<file path="src/rtl/dmem_arb_pkg.sv">
// Shared definitions for the two-port data-memory arbiter: FSM encoding, port ids
// and the word-address legality check.
package dmem_arb_pkg;

  localparam logic [1:0] IDLE  = 2'd0;
  localparam logic [1:0] SERVE = 2'd1;
  localparam logic [1:0] DONE  = 2'd2;

  localparam logic PORT0 = 1'b0;
  localparam logic PORT1 = 1'b1;

  // Evaluated in 64 bits so addr+3 cannot wrap for any address width up to 62.
  function automatic logic addrLegal(input logic [63:0] addr, input logic [63:0] memBytes);
    return (addr[1:0] == 2'b00) && ((addr + 64'd3) < memBytes);
  endfunction

endpackage

</file>
<file path="src/rtl/dmem_rr_pick.sv">
// Combinational two-way round-robin picker; rrPtr breaks ties when both ports request.
module dmem_rr_pick
  import dmem_arb_pkg::*;
(
  input  logic req0,
  input  logic req1,
  input  logic rrPtr,
  output logic valid,
  output logic winner
);

  assign valid  = req0 | req1;
  assign winner = (req0 && req1) ? rrPtr : (req1 ? PORT1 : PORT0);

endmodule

</file>
<file path="src/rtl/dmem_arbiter.sv">
// Round-robin arbiter sharing one single-port data memory between the MEM stage (port 0)
// and the debug/loader (port 1); three cycles per transaction: IDLE, SERVE, DONE.
module dmem_arbiter
  import dmem_arb_pkg::*;
#(
  parameter int ADDR_W    = 32,
  parameter int DATA_W    = 32,
  parameter int MEM_BYTES = 256
) (
  input  logic              clk,
  input  logic              rst,
  input  logic              req0,
  input  logic              req1,
  input  logic              we0,
  input  logic              we1,
  input  logic [ADDR_W-1:0] addr0,
  input  logic [ADDR_W-1:0] addr1,
  input  logic [DATA_W-1:0] wdata0,
  input  logic [DATA_W-1:0] wdata1,
  output logic              done0,
  output logic              done1,
  output logic [DATA_W-1:0] rdata0,
  output logic [DATA_W-1:0] rdata1,
  output logic              err0,
  output logic              err1,
  output logic [ADDR_W-1:0] mem_address,
  output logic [DATA_W-1:0] mem_wdata,
  output logic              mem_write,
  output logic              mem_read,
  input  logic [DATA_W-1:0] mem_rdata
);

  logic [1:0]        stateReg;
  logic              rrPtrReg;
  logic              winnerReg;
  logic              weReg;
  logic [ADDR_W-1:0] addrReg;
  logic [DATA_W-1:0] wdataReg;

  logic pickValid;
  logic pickWinner;
  logic cmdLegal;
  logic memActive;

  dmem_rr_pick uPick (
    .req0   (req0),
    .req1   (req1),
    .rrPtr  (rrPtrReg),
    .valid  (pickValid),
    .winner (pickWinner)
  );

  assign cmdLegal  = addrLegal(64'(addrReg), 64'(MEM_BYTES));
  // Gated by rst so a store interrupted by reset never reaches the memory.
  assign memActive = (stateReg == SERVE) && cmdLegal && !rst;

  assign mem_address = memActive ? addrReg  : '0;
  assign mem_wdata   = memActive ? wdataReg : '0;
  assign mem_write   = memActive &&  weReg;
  assign mem_read    = memActive && !weReg;

  always_ff @(posedge clk) begin
    if (rst) begin
      stateReg  <= IDLE;
      rrPtrReg  <= PORT0;
      winnerReg <= PORT0;
      weReg     <= 1'b0;
      addrReg   <= '0;
      wdataReg  <= '0;
      done0     <= 1'b0;
      done1     <= 1'b0;
      err0      <= 1'b0;
      err1      <= 1'b0;
      rdata0    <= '0;
      rdata1    <= '0;
    end else begin
      done0 <= 1'b0;
      done1 <= 1'b0;
      err0  <= 1'b0;
      err1  <= 1'b0;
      case (stateReg)
        IDLE: begin
          if (pickValid) begin
            winnerReg <= pickWinner;
            weReg     <= (pickWinner == PORT1) ? we1    : we0;
            addrReg   <= (pickWinner == PORT1) ? addr1  : addr0;
            wdataReg  <= (pickWinner == PORT1) ? wdata1 : wdata0;
            rrPtrReg  <= ~pickWinner;
            stateReg  <= SERVE;
          end
        end
        SERVE: begin
          // Completion flags are registered here so they are visible throughout DONE.
          if (winnerReg == PORT1) begin
            done1 <= 1'b1;
            err1  <= ~cmdLegal;
            if (!cmdLegal)   rdata1 <= '0;
            else if (!weReg) rdata1 <= mem_rdata;
          end else begin
            done0 <= 1'b1;
            err0  <= ~cmdLegal;
            if (!cmdLegal)   rdata0 <= '0;
            else if (!weReg) rdata0 <= mem_rdata;
          end
          stateReg <= DONE;
        end
        DONE:    stateReg <= IDLE;
        default: stateReg <= IDLE;
      endcase
    end
  end

endmodule

</file>
<file path="config.mk">
export PLATFORM = sky130hd
export DESIGN_NAME = dmem_arbiter
export DESIGN_NICKNAME = d
export VERILOG_FILES = /design/src/rtl/dmem_arb_pkg.sv /design/src/rtl/dmem_rr_pick.sv /design/src/rtl/dmem_arbiter.sv
export SDC_FILE = /design/constraint.sdc
export NUM_CORES = 1
export LEC_CHECK = 0
export CORE_MARGIN = 4
export CORE_UTILIZATION = 38
export CTS_BUF_LIST = sky130_fd_sc_hd__clkbuf_16
export DETAILED_ROUTE_END_ITERATION = 6
export GPL_TIMING_DRIVEN = 1
export HOLD_SLACK_MARGIN = 0.12
export MAX_ROUTING_LAYER = met4
export PLACE_DENSITY = 0.75
export SYNTH_ARGS = -nofsm -noshare
export SYNTH_HDL_FRONTEND = slang
export SYNTH_SLANG_ARGS = --single-unit
export TNS_END_PERCENT = 20
</file>
<file path="constraint.sdc">
create_clock -name clk -period 2.57 [get_ports clk]
set_input_delay 0.6425 -clock clk [delete_from_list [all_inputs] [get_ports clk]]
set_output_delay 0.6425 -clock clk [all_outputs]
set_load 0.005 [all_outputs]
</file>
==> results of run 1 <==
==> power by group <==
group	leakage (nW)	switching [W]	internal [W]
logic	2.88	0.000609	0.000577
registers	1.12	0.0000778	0.00224
clock network	0.258	0.000958	0.00131
==> routing by layer <==
metal | global-route usage [%] | share of wire (%) | up-vias
li1 | - | - | 3592
met1 | 29.2 | 41 | 3671
met2 | 35.8 | 48 | 382
met3 | 5.65 | 8.9 | 34
met4 | 7.81 | 2.0 | 0
met5 | - | 0 | -
==> layout make-up <==
cell class / instances / area (um^2)
inverters: 4 / 15.0
multi-input cells: 571 / 3950
well taps: 229 / 287
fillers: 1546 / 7110
repair buffers: 356 / 3500
clock inverters: 14 / 108
flip-flops and latches: 137 / 2760
clock buffers: 17 / 425
==> through the flow <==
step,std cells,setup slack (ps)
finish,1328,-1010
global placement,1281,-630
global route,1328,-1160
floorplan,831,-43.0
CTS,1313,-1160
detailed placement,1281,-694
==> tightest hold or removal path, delay by kind of cell (launching register included) <==
| family | cells | cell delay (ps) |
|---|---|---|
| flops | 1 | 300 |
| simple gates | 2 | 150 |
==> kinds of logic after synthesis <==
family	after synthesis	share of synthesized area [%]
AOI/OAI and AO/OA	211	24.5
xor gates and xnor gates	4	0.495
buffers and inverters	123	9.56
DFF	137	38.7
muxes	3	0.442
other	1	0.0530
and+or+nand+nor	327	26.2
==> placed cells by master (no fill, tap or decap), types with 10 or more instances in the layout <==
cell type / count
clkbuf_2: 12
a41oi_1: 48
dfxtp_1: 128
and2_1: 59
nand4_1: 71
conb_1: 26
nor2b_1: 67
clkbuf_16: 19
a222oi_1: 65
clkdlybuf4s50_1: 232
buf_4: 62
buf_6: 25
and2_4: 17
buf_12: 10
a41oi_2: 17
nor2_1: 72
a21oi_1: 66
==> final timing paths <==
check / slack, ps / cells past startpoint / endpoint / from
worst min-delay path: 490 / 2 / rrPtrReg / rrPtrReg
worst max-delay path: -1010 / 13 / mem_wdata[18] / addrReg[7]
worst max register to register: 30 / 11 / rdata1[23] / addrReg[7]
worst min register to register: 490 / 2 / rrPtrReg / rrPtrReg
==> registers in the layout, summed over array words and instances, names as in the netlist <==
register	count
addrReg	32
done0	1
done1	1
err0	1
err1	1
rdata0	32
rdata1	32
rrPtrReg	1
stateReg	2
wdataReg	32
weReg	1
winnerReg	1
==> repair_timing <==
action                                  in CTS  in global routing
resized for setup                            2                142
setup buffers                                1                 11
pin swaps                                    3                 19
cloned                                       0                  4
endpoints found under the setup margin      41                104
==> flow_metrics.env, run 1 <==
export IMPL_utilization_pct=60.8
export IMPL_synth_main_ff_cell="dfxtp_1"
export IMPL_grt_max_degree=98
export IMPL_ant_nets=0
export IMPL_worst_slew_pin_slew_ps=1060
export IMPL_first_pass_iters=7
export IMPL_synth_area_um2=7080
export IMPL_coreArea_um2=18100
export IMPL_async_flop_share_pct=0
export IMPL_slowest_delay_ps=410
export IMPL_synth_top_cells_by_count="dfxtp_1, and2_1, nor2_1"
export IMPL_crit_top_cell="buf_6"
export IMPL_crit_arrival_ps=2930
export IMPL_p_leak_nw=4.25
export IMPL_grt_pass1_wl_um=37400
export IMPL_path_buf_inv=6
export IMPL_path_delay_family="simple AND/OR/NAND/NOR gates"
export IMPL_violations="DRC, setup timing"
export IMPL_worst_ep_required_time_ps=1930
export IMPL_ys_warn_count=0
export IMPL_min_period_ps=3580
export IMPL_boundaryPins=300
export IMPL_grt_remaining_overflow=0
export IMPL_finalHoldViolations=0
export IMPL_grt_pass1_vias=7223
export IMPL_cts_buffers=17
export IMPL_vias=7679
export IMPL_setup_tns_ps=-36330
export IMPL_cts_tree="yes"
export IMPL_path_clk_slew_ps=50
export IMPL_maxCapViolCount=0
export IMPL_critical_path_class="flip-flop to primary output"
export IMPL_cts_hold_buf=0
export IMPL_timing_final_ws_setup_ps=-1010
export IMPL_total_power_w=0.00577
export IMPL_dp_hpwl_um=16500
export IMPL_htreeDepth=4
export IMPL_vdd_ir_drop_worst_mv=0.452
export IMPL_fin_crit_sh_pct=139
export IMPL_cp_max_fo=5
export IMPL_clock_sinks=137
export IMPL_max_freq_ghz=0.280
export IMPL_fp_dieW_um=145
export IMPL_initial_core_util_pct=39.0
export IMPL_slowest_stage="or3_4"
export IMPL_holdWs_ps=494
export IMPL_drv_slew=0
export IMPL_synth_area_per_cell_um2=8.79
export IMPL_fin_worst_skew_ps=10.9
export IMPL_synth_most_common_cell="dfxtp_1"
export IMPL_die_height_um=145
export IMPL_powerDensity_nw_per_um2=523
export IMPL_cts_buffer_depth=2
export IMPL_setup_viol=40
export IMPL_gp_congestion=0.865
export IMPL_crit_chain="nand4_1 > buf_4 > or3_4 > nor2_1 > mux2_2 > nand4_1 > nor3_4 > buf_12 > buf_6 > buf_6 > clkbuf_16 > and2_4 > buf_6"
export IMPL_crit_path_end_kind="primary output"
export IMPL_hp_class="flip-flop to flip-flop"
export IMPL_synth_cell_type_count=44
export IMPL_grt_antenna_before_repair=0
export IMPL_fin_area_um2=11000
export IMPL_drc=4
export IMPL_nets=1253
export IMPL_relSlewSlack_pct=29.5
export IMPL_grt_usage_pct=23.0
export IMPL_synth_seq_cells=137
export IMPL_drt_wirelength_per_cell_um=19.2
export IMPL_ys_top_cells_by_area="dfxtp_1, a222oi_1, a41oi_1"
export IMPL_via_per_inst=5.78
export IMPL_drtIter0Drc=654
export IMPL_synth_top_cell_by_area="dfxtp_1"
export IMPL_antenna_cells=0
export IMPL_rows=49
export IMPL_port_buffer_count=273
export IMPL_drt_wl_total_um=25500
export IMPL_placed_area_um2=10200
export IMPL_synth_top_area_share_pct=38.7
export IMPL_syn_to_final_growth_pct=55.9
export IMPL_drive_gt1_share_pct=18.6
export IMPL_cp_start_kind="flip-flop"
export IMPL_synth_seq_area_share_pct=38.7
export IMPL_synth_edf_count=0
export IMPL_synthCells=806
export IMPL_rsz0062_at_grt="yes"
export IMPL_root_buffer="clkbuf_16"
export IMPL_run_status="finished with violations"
export IMPL_die_area_um2=20900
export IMPL_insertion_delay_ps=420
No activity file was read; power rests on OpenSTA's default activity.
==> inputs of run 2 (changes only) <==
--- a/config.mk
+++ b/config.mk
@@ -12,7 +12,7 @@
 export GPL_TIMING_DRIVEN = 1
 export HOLD_SLACK_MARGIN = 0.12
 export MAX_ROUTING_LAYER = met4
-export PLACE_DENSITY = 0.75
+export PLACE_DENSITY = 0.72
 export SYNTH_ARGS = -nofsm -noshare
 export SYNTH_HDL_FRONTEND = slang
 export SYNTH_SLANG_ARGS = --single-unit
==> constraint.sdc (replaced) <==
create_clock -name clk -period 3.7 [get_ports clk]
set_input_delay 0.925 -clock clk [delete_from_list [all_inputs] [get_ports clk]]
set_output_delay 0.925 -clock clk [all_outputs]
set_load 0.005 [all_outputs]
==> run 2 against run 1 <==
Net effect:
- the run still ends with DRC, setup timing left
- clock power decreased by 31%
- routed wire length decreased by 1.6%
- flip-flop and latch count unchanged
- worst setup slack improved by 940 ps
- power decreased by 32%
- global-route usage increased by 0.30 points
- die area unchanged
- hold slack improved by 18 ps
- count of clock-buffer cells in the layout unchanged
- combinational power decreased by 39%
- sequential power decreased by 30%
==> flow_metrics.env, run 2 (same netlist as run 1, synthesis figures left out) <==
export IMPL_slowest_delay_ps=320
export IMPL_run_status="finished with violations"
export IMPL_path_clk_slew_ps=60
export IMPL_worst_slew_pin_slew_ps=1030
export IMPL_insertion_delay_ps=420
export IMPL_max_freq_ghz=0.265
export IMPL_hp_start="wdataReg[3]"
export IMPL_coreArea_um2=18100
export IMPL_cts_buffers=17
export IMPL_grt_usage_pct=23.3
export IMPL_nets=1217
export IMPL_setup_viol=30
export IMPL_crit_arrival_ps=2850
export IMPL_dpl_worst_slack_ps=89.3
export IMPL_slowest_stage="dfxtp_2"
export IMPL_initial_core_util_pct=39.0
export IMPL_vdd_ir_drop_worst_mv=0.303
export IMPL_rsz0062_at_grt="yes"
export IMPL_grt_remaining_overflow=0
export IMPL_r2r_start="addrReg[0]"
export IMPL_violations="DRC, setup timing"
export IMPL_drt_wirelength_per_cell_um=19.4
export IMPL_timing_final_ws_setup_ps=-70.2
export IMPL_grt_pass1_vias=7087
export IMPL_setup_tns_ps=-1810
export IMPL_drtIter0Drc=697
export IMPL_drive_gt1_share_pct=18.3
export IMPL_via_per_inst=5.76
export IMPL_drt_wl_total_um=25100
export IMPL_cts_buffer_depth=2
export IMPL_maxCapViolCount=0
export IMPL_fp_dieW_um=145
export IMPL_ant_nets=0
export IMPL_grt_antenna_before_repair=1
export IMPL_final_common_cell="clkdlybuf4s50_1"
export IMPL_boundaryPins=300
export IMPL_cp_max_fo=6
export IMPL_root_buffer="clkbuf_16"
export IMPL_n_fill_cell=1606
export IMPL_fin_crit_sh_pct=102
export IMPL_rows=49
export IMPL_placed_area_um2=9790
export IMPL_syn_to_final_growth_pct=54.0
export IMPL_min_to="wdataReg[3]"
export IMPL_ff_latch_area_um2=2760
export IMPL_die_height_um=145
export IMPL_fin_worst_skew_ps=12.7
export IMPL_grt_max_degree=84
export IMPL_mostFrequentLayoutCells="clkdlybuf4s50_1, dfxtp_1, nor2_1, nand4_1, nor2b_1"
export IMPL_relSlewSlack_pct=31.3
export IMPL_first_pass_iters=7
export IMPL_cts_tree="yes"
export IMPL_min_period_ps=3770
export IMPL_worst_ep_required_time_ps=2770
export IMPL_grt_pass1_wl_um=37600
export IMPL_drv_slew=0
export IMPL_gp_congestion=0.815
export IMPL_path_buf_inv=7
export IMPL_cp_start_kind="flip-flop"
export IMPL_cts_hold_buf=0
export IMPL_worstReg2RegEnd="rdata1[31]"
export IMPL_critical_path_class="flip-flop to primary output"
export IMPL_crit_path_end_kind="primary output"
export IMPL_hp_class="flip-flop to flip-flop"
export IMPL_utilization_pct=60.1
export IMPL_clock_sinks=137
export IMPL_port_buffer_count=273
export IMPL_powerDensity_nw_per_um2=359
export IMPL_hold_path_depth=2
export IMPL_htreeDepth=4
export IMPL_vias=7453
export IMPL_fin_area_um2=10900
export IMPL_finalHoldViolations=0
export IMPL_multi_input_area_um2=3960
export IMPL_path_delay_family="buffers and inverters"
export IMPL_reg2reg_slack_ps=930
export IMPL_p_leak_nw=4.02
export IMPL_die_area_um2=20900
export IMPL_drc=4
export IMPL_crit_chain="o211ai_1 > buf_4 > buf_12 > nor3_4 > buf_4 > a211o_1 > a211oi_2 > nand4_1 > nor3_4 > buf_6 > buf_12 > buf_16 > and2_4 > buf_6"
export IMPL_dp_hpwl_um=15600
export IMPL_rr_worst_depth=11
==> run 2: metrics by stage <==
| stage | instances | total power, W | hold WS (ps) |
|---|---|---|---|
| final | 1295 | 0.00392 | 512 |
| after global routing | 1294 | 0.00408 | 543 |
| after CTS | 1291 | 0.00393 | 507 |
| after detailed placement | 1232 | 0.00234 | 490 |
| after global placement | 1232 | 0.00233 | 490 |
| after floorplan | 831 | 0.00205 | 468 |
==> run 2: area by class of cell <==
| type | count | share of cell area (%) |
|---|---|---|
| sequential | 137 | 25.3 |
| tap | 229 | 2.63 |
| inverter | 4 | 0.138 |
| clock buffer | 17 | 3.90 |
| clock inverter | 15 | 0.964 |
| antenna | 2 | 0.0459 |
| timing repair buffer | 320 | 30.7 |
| multi-input combinational | 571 | 36.3 |
==> run 2: report_power, final <==
group / internal [W] / switching (W)
Clock: 0.000855 / 0.000710
Sequential: 0.00156 / 0.0000713
Combinational: 0.000340 / 0.000385
Total: 0.00275 / 0.00117
==> run 2: routing by layer <==
layer | global-route usage, % | share of wire, % | vias up
li1 | - | - | 3536
met1 | 28.8 | 41 | 3574
met2 | 35.9 | 48 | 302
met3 | 7.28 | 9.1 | 41
met4 | 8.00 | 2.0 | 0
met5 | - | 0 | -
==> run 2: worst register-to-register path: stages (launching register included) <==
cell and delay, ps:
dfxtp_2 330, o211ai_1 90, buf_4 160, or3_4 430
nor3_4 240, nand4_1 160, buf_4 170, buf_4 130
nand2_4 280, buf_4 380, a41oi_1 170, a21oi_1 170
==> run 2: worst max path at each step <==
stage | depth (start not counted) | start | to
3_3_place_gp | 9 | addrReg[6] | mem_address[5]
2_1_floorplan | 9 | addrReg[10] | mem_wdata[21]
4_1_cts | 13 | addrReg[1] | mem_wdata[9]
3_5_place_dp | 9 | addrReg[6] | mem_address[5]
6_report | 14 | addrReg[0] | mem_address[7]
5_1_grt | 12 | addrReg[3] | mem_wdata[25]
==> run 2: repair_timing <==
| item | 4_1_cts | 5_1_grt |
|---|---|---|
| pin swaps | 38 | 13 |
| setup endpoints to repair | 40 | 40 |
| cloned | 6 | 0 |
| setup buffers | 22 | 4 |
| resized for setup | 250 | 20 |
